$ cat config.mk
export PLATFORM = sky130hd
export DESIGN_NAME = dram_initiator
export DESIGN_NICKNAME = d
export VERILOG_FILES = /design/src/rtl/dram_if_pkg.sv /design/src/rtl/dram_wdt.sv /design/src/rtl/dram_initiator.sv
export SDC_FILE = /design/constraint.sdc
export NUM_CORES = 1
export LEC_CHECK = 0
export CAP_MARGIN = 40
export CORE_MARGIN = 2
export CORE_UTILIZATION = 41
export DETAILED_ROUTE_END_ITERATION = 10
export GPL_TIMING_DRIVEN = 1
export PLACE_DENSITY = 0.81
export SYNTH_ARGS = -nofsm -noshare
export SYNTH_HDL_FRONTEND = slang
export SYNTH_SLANG_ARGS = --single-unit
$ cat constraint.sdc
create_clock -name clk -period 4.51 [get_ports clk]
set_input_delay 1.1275 -clock clk [delete_from_list [all_inputs] [get_ports clk]]
set_output_delay 1.1275 -clock clk [all_outputs]
set_load 0.03 [all_outputs]
$ cat src/rtl/dram_if_pkg.sv
// Shared types and defaults for the DRAM port requester.
// Optional watchdog is enabled with DRAM_TIMEOUT_EN.
package dram_if_pkg;

  localparam int unsigned DefAddrW         = 32;
  localparam int unsigned DefDataW         = 32;
  localparam int unsigned DefTimeoutCycles = 1024;

  typedef enum logic [1:0] {
    StIdle,
    StIssue,
    StWait,
    StDone
  } dram_state_e;

endpackage

$ cat src/rtl/dram_wdt.sv
// WAIT-state watchdog: counts enabled cycles since the last clear and flags
// expiry once TIMEOUT_CYCLES-1 is reached. Used only with DRAM_TIMEOUT_EN.
module dram_wdt #(
  parameter int unsigned TIMEOUT_CYCLES = 1024
) (
  input  logic clk,
  input  logic rst,
  input  logic clear,
  input  logic enable,
  output logic expired
);

  localparam int unsigned CntW = (TIMEOUT_CYCLES > 2) ? $clog2(TIMEOUT_CYCLES) : 1;
  localparam logic [CntW-1:0] Limit = CntW'(TIMEOUT_CYCLES - 1);

  logic [CntW-1:0] count_q, count_d;

  assign expired = (count_q == Limit);

  always_comb begin
    count_d = count_q;
    if (clear) begin
      count_d = '0;
    end else if (enable && !expired) begin
      count_d = count_q + 1'b1;
    end
  end

  always_ff @(posedge clk or posedge rst) begin
    if (rst) begin
      count_q <= '0;
    end else begin
      count_q <= count_d;
    end
  end

endmodule

$ cat src/rtl/dram_initiator.sv
// Requester-side DRAM port master: one outstanding transaction, single-cycle cs.
// Define DRAM_TIMEOUT_EN to add the WAIT-state watchdog and err_o reporting.
module dram_initiator
  import dram_if_pkg::*;
#(
  parameter int unsigned ADDR_W         = DefAddrW,
  parameter int unsigned DATA_W         = DefDataW,
  parameter int unsigned TIMEOUT_CYCLES = DefTimeoutCycles
) (
  input  logic              clk,
  input  logic              rst,
  input  logic              req_valid_i,
  input  logic              req_we_i,
  input  logic [ADDR_W-1:0] req_addr_i,
  input  logic [DATA_W-1:0] req_wdata_i,
  output logic              stall_o,
  output logic [DATA_W-1:0] rdata_o,
  output logic              done_o,
  output logic              err_o,
  output logic [ADDR_W-1:0] mem_addr_o,
  output logic [DATA_W-1:0] mem_data_o,
  output logic              mem_cs_o,
  output logic              mem_we_o,
  input  logic [DATA_W-1:0] mem_data_i,
  input  logic              mem_ack_i
);

  dram_state_e       state_q, state_d;
  logic              we_q, we_d;
  logic [ADDR_W-1:0] addr_q, addr_d;
  logic [DATA_W-1:0] wdata_q, wdata_d;
  logic [DATA_W-1:0] rdata_q, rdata_d;

`ifdef DRAM_TIMEOUT_EN
  logic err_q, err_d;
  logic wdt_expired;

  // Clearing during ISSUE makes the count start at zero on the first WAIT cycle.
  dram_wdt #(
    .TIMEOUT_CYCLES(TIMEOUT_CYCLES)
  ) u_wdt (
    .clk     (clk),
    .rst     (rst),
    .clear   (state_q == StIssue),
    .enable  (state_q == StWait),
    .expired (wdt_expired)
  );
`endif

  always_comb begin
    state_d = state_q;
    we_d    = we_q;
    addr_d  = addr_q;
    wdata_d = wdata_q;
    rdata_d = rdata_q;
`ifdef DRAM_TIMEOUT_EN
    err_d   = 1'b0;
`endif
    unique case (state_q)
      StIdle: begin
        if (req_valid_i) begin
          we_d    = req_we_i;
          addr_d  = req_addr_i;
          wdata_d = req_wdata_i;
          state_d = StIssue;
        end
      end
      StIssue: begin
        // A zero-delay responder acks in the strobe cycle itself.
        if (mem_ack_i) begin
          if (!we_q) begin
            rdata_d = mem_data_i;
          end
          state_d = StDone;
        end else begin
          state_d = StWait;
        end
      end
      StWait: begin
        if (mem_ack_i) begin
          if (!we_q) begin
            rdata_d = mem_data_i;
          end
          state_d = StDone;
        end
`ifdef DRAM_TIMEOUT_EN
        else if (wdt_expired) begin
          rdata_d = '0;
          err_d   = 1'b1;
          state_d = StDone;
        end
`endif
      end
      StDone: begin
        state_d = StIdle;
      end
      default: begin
        state_d = StIdle;
      end
    endcase
  end

  always_ff @(posedge clk or posedge rst) begin
    if (rst) begin
      state_q <= StIdle;
      we_q    <= 1'b0;
      addr_q  <= '0;
      wdata_q <= '0;
      rdata_q <= '0;
`ifdef DRAM_TIMEOUT_EN
      err_q   <= 1'b0;
`endif
    end else begin
      state_q <= state_d;
      we_q    <= we_d;
      addr_q  <= addr_d;
      wdata_q <= wdata_d;
      rdata_q <= rdata_d;
`ifdef DRAM_TIMEOUT_EN
      err_q   <= err_d;
`endif
    end
  end

  assign stall_o    = ((state_q == StIdle) && req_valid_i) ||
                      (state_q == StIssue) || (state_q == StWait);
  assign mem_cs_o   = (state_q == StIssue);
  assign mem_we_o   = (state_q == StIssue) && we_q;
  assign mem_addr_o = addr_q;
  assign mem_data_o = wdata_q;
  assign done_o     = (state_q == StDone);
  assign rdata_o    = rdata_q;
`ifdef DRAM_TIMEOUT_EN
  assign err_o      = err_q;
`else
  assign err_o      = 1'b0;
`endif

endmodule

### Yosys cells after proc, flatten, opt, wreduce, memory -nomap -nowiden

Cells that the tools add are included.

* input bits: 101
* output and inout bits: 101
* flip-flop bits (word level): 99
* word-level logic and storage cells: 24

* bitwise gates (word level): 1
* reduce and logical (&&, ||, !) cells: 9
* multiplexer cells: 4
* equal/unequal tests: 5

Operators with widths (number)
* $pmux W2 S4: 1
* $eq A2 B2 Y1 const B: 2
* $mux W2: 2
* $ne A2 B2 Y1 const B: 2
* $reduce_and A2 Y1: 2
* $reduce_and A3 Y1: 1
* $eq A2 B1 Y1 const B: 1
* $logic_and A1 B1 Y1: 2
* $logic_not A2 Y1: 1
* $logic_or A1 B1 Y1: 2
* $reduce_or A2 Y1: 1
* $mux W1: 1
* $not A1 Y1: 1

### Longest topological paths before layout

* word-level depth: 4
* depth in mapped cells: 6

### Least setup slack after synthesis

Ideal clock, no wire load.

* path kind: input -> output
* start point: input req_valid_i
* end point: output stall_o
* stages: 4
* path slack: 1.660 ns
* required time: 3.383 ns
* data arrival time: 1.722 ns
* path through: nand2_1 > buf_6 > buf_6 > nand2_1

* word-level cells in the longest chain between the ends: 3

RTL lines
* start: declaration: line dram_initiator.sv:12 `input logic req_valid_i,`
* $logic_and A1 B1 Y1: line dram_initiator.sv:125 `assign stall_o = ((state_q == StIdle) && req_valid_i) ||`
* $logic_or A1 B1 Y1: line dram_initiator.sv:125
* $logic_or A1 B1 Y1: line dram_initiator.sv:126 `(state_q == StIssue) || (state_q == StWait);`
* end: declaration: line dram_initiator.sv:16 `output logic stall_o,`

No other way between the ends.

### Worst setup path after layout

Same ends and word-level chain as after synthesis.

==> impl_results.md <==
- Crit share post-route: 0.788
- Setup TNS: 0 ps
- Clk_skew: 10.1 ps
- Outcome: completed
- Fin area: 6450 sq um
- Starting density of the core: 0.421
- Layout area overhead: 56.7%
- Vias per std cell: 4.65
- Vias in the first global route: 2853
- Die ar.: 10900 sq um
- Worst-path maximum fanout: 2
- Sequential power share: 0.304
- Post-DP HPWL: 7.00 mm
- Crit path capture type: primary output
- Via count: 2659
- Initial antenna violation count: 0
- Pwr/cell area: 819 nW/um^2
- Most frequent cells in the layout: 200 x clkdlybuf4s50_1, 99 x dfrtp_1, 69 x mux2_4, 29 x mux2_2, 9 x clkbuf_8
- Io pins: 202
- Clock Pin Slew Worst Setup and Hold Paths: 80 ps
- Slew Viols, Final: 0
- Total GRT Usage: 0.183
- Net count after synthesis: 337
- Routed Wire Length: 9.56 mm
- Crit start category: input pin
- Worst slew margin: 0.574
- Width of the chip: 104 um
- Period minus WS final: 3550 ps
- Placed insts: 556
- Wire per inst: 16.7 um
- Switching share of power: 0.395
- Cells after Synth: 230
- Ys Warns: 0
- Layout cells sized above 1: 0.278
- Max-cap viol count: 0
- Clk buf depth: 2
- Leak: 2.95 nW
- Row cnt: 36
- Inserted Diodes: 0
- Library cells used by synthesis: 17
- CP Class: input pin to primary output
- Total grt overflow: 0
- WP data arrival: 2430 ps
- Initial DRC count: 64
- TritonCTS clock tree: done
- Fin. Hold Viols: 0
- Reg2Reg Depth: 6
- CORE AREA: 9770 sq um
- Hold path depth: 1
- Num CTS Buffers: 9
- Cell Area, Placed: 6260 sq um
- Quantity of gates resized following cts: 0
- R2R setup slack: 2460 ps
- Largest net degree at the start of global routing: 56
- Upper clock frequency limit: 281 MHz
- Worst Path Required: 3380 ps
- Final GP Congestion: 0.795
- Commonest non-fill, non-tap cell in the layout: clkdlybuf4s50_1
- Hold-fix buffers at CTS: 0
- Clock power frac: 0.106
- Chip height: 104 um
- Tot Pwr: 5.28 mW
- Hold Slack: 507 ps
- Hold Path Class: flop to flop
- First-pass GRT wire length: 15.4 mm
- Pint: 3.20 mW
- Worst VDD drop: 415 uV
- Post-route non-filler standard cell count: 572
- Final setup viols: 0
- RSZ-0062 raised after global routing: no
- Mapped Area: 4120 sq um
- Post-synthesis area per instance: 17.9 sq um
- Combinational share of power: 0.590
- Flops & latches, synth: 99
- NetSw: 2.09 mW
- Residual DRC: 0
- Input/output buffers: 200
- Clock Latency Late Sink: 370 ps
- Antenna-violating nets left: 0
- Sequential fraction of the synthesis area: 0.602
- Layout net count: 541
- Root buf cell: clkbuf_8
- Post-CTS Setup Inserts: 0
- Htree depth: 3
- CTS sink count: 99
- Worst slew pin tran: 639 ps
- Drt pass-1 iters: 3
- # fillers: 720
## logic make-up after synthesis
logic type	count (synthesis)	synth area share
compound gates	3	0.00517
fa+ha+maj	6	0.0182
buf+inv	14	0.0289
flops	99	0.602
mux	98	0.331
other cells	1	0.000911
simple gates	9	0.0140
## path summary, 6_finish.rpt
path,start,to
worst max-delay path,req_valid_i,stall_o
worst min-delay path,mem_addr_o[28]$_DFFE_PP0P_,mem_addr_o[28]$_DFFE_PP0P_
worst max register to register,state_q[0]$_DFFE_PP0P_,mem_data_o[31]$_DFFE_PP0P_
worst min register to register,mem_addr_o[28]$_DFFE_PP0P_,mem_addr_o[28]$_DFFE_PP0P_
min in group asynchronous,rst,mem_data_o[28]$_DFFE_PP0P_
max in group asynchronous,rst,mem_data_o[7]$_DFFE_PP0P_
## metrics by stage
step,utilization,worst slack [ps]
2_1_floorplan,-,792
3_3_place_gp,0.635,963
3_5_place_dp,0.640,960
4_1_cts,0.660,956
5_1_grt,0.660,913
6_report,0.660,955
## routing by layer
metal / global-route usage / wire, um / up-vias
li1: - / - / 1202
met1: 0.219 / 3860 / 1307
met2: 0.292 / 4700 / 124
met3: 0.0526 / 638 / 26
met4: 0.109 / 359 / 0
met5: 0 / 0 / -
## flip-flops by register name, summed over array words and instances, names as in the netlist
| register | flops |
|---|---|
| state_q | 2 |
| rdata_o | 32 |
| mem_addr_o | 32 |
| we_q | 1 |
| mem_data_o | 32 |
## Yosys cell counts, drive strengths merged
| cell | count | area, sq um |
|---|---|---|
| buf | 11 | 108 |
| inv | 3 | 11.3 |
| nand2b | 2 | 12.5 |
| nand3b | 1 | 20.0 |
| dfrtp | 99 | 2480 |
| ha | 6 | 75.1 |
| nand2 | 3 | 11.3 |
| o31ai | 1 | 7.51 |
| conb | 1 | 3.75 |
| mux2 | 98 | 1360 |
| and2 | 1 | 6.26 |
| a21oi | 1 | 5.00 |
| nor2 | 2 | 7.51 |
| a31o | 1 | 8.76 |
## critical path, stage by stage
cell and delay, ps:
clkdlybuf4s50_1 520, nand2_4 60, nand2_1 50, clkdlybuf4s50_1 660
## layout make-up
cell class / count / area, sq um / area share
clock buffers: 9 / 124 / 0.0192
clock inverters: 7 / 68.8 / 0.0107
inverters: 3 / 13.8 / 0.00213
multi-input cells: 117 / 1530 / 0.237
flip-flops and latches: 99 / 2480 / 0.384
well taps: 133 / 166 / 0.0258
repair buffers: 204 / 2070 / 0.321
## power groups by stage
stage          logic [mW]  clock network [mW]  registers (mW)
2_1_floorplan        1.08                   0            2.48
3_3_place_gp         3.08                   0            1.59
3_5_place_dp         3.13                   0            1.62
4_1_cts              3.15               0.580            1.61
5_1_grt              3.26               0.617            1.67
6_report             3.12               0.561            1.60
Power figures use the tool's default switching activity.
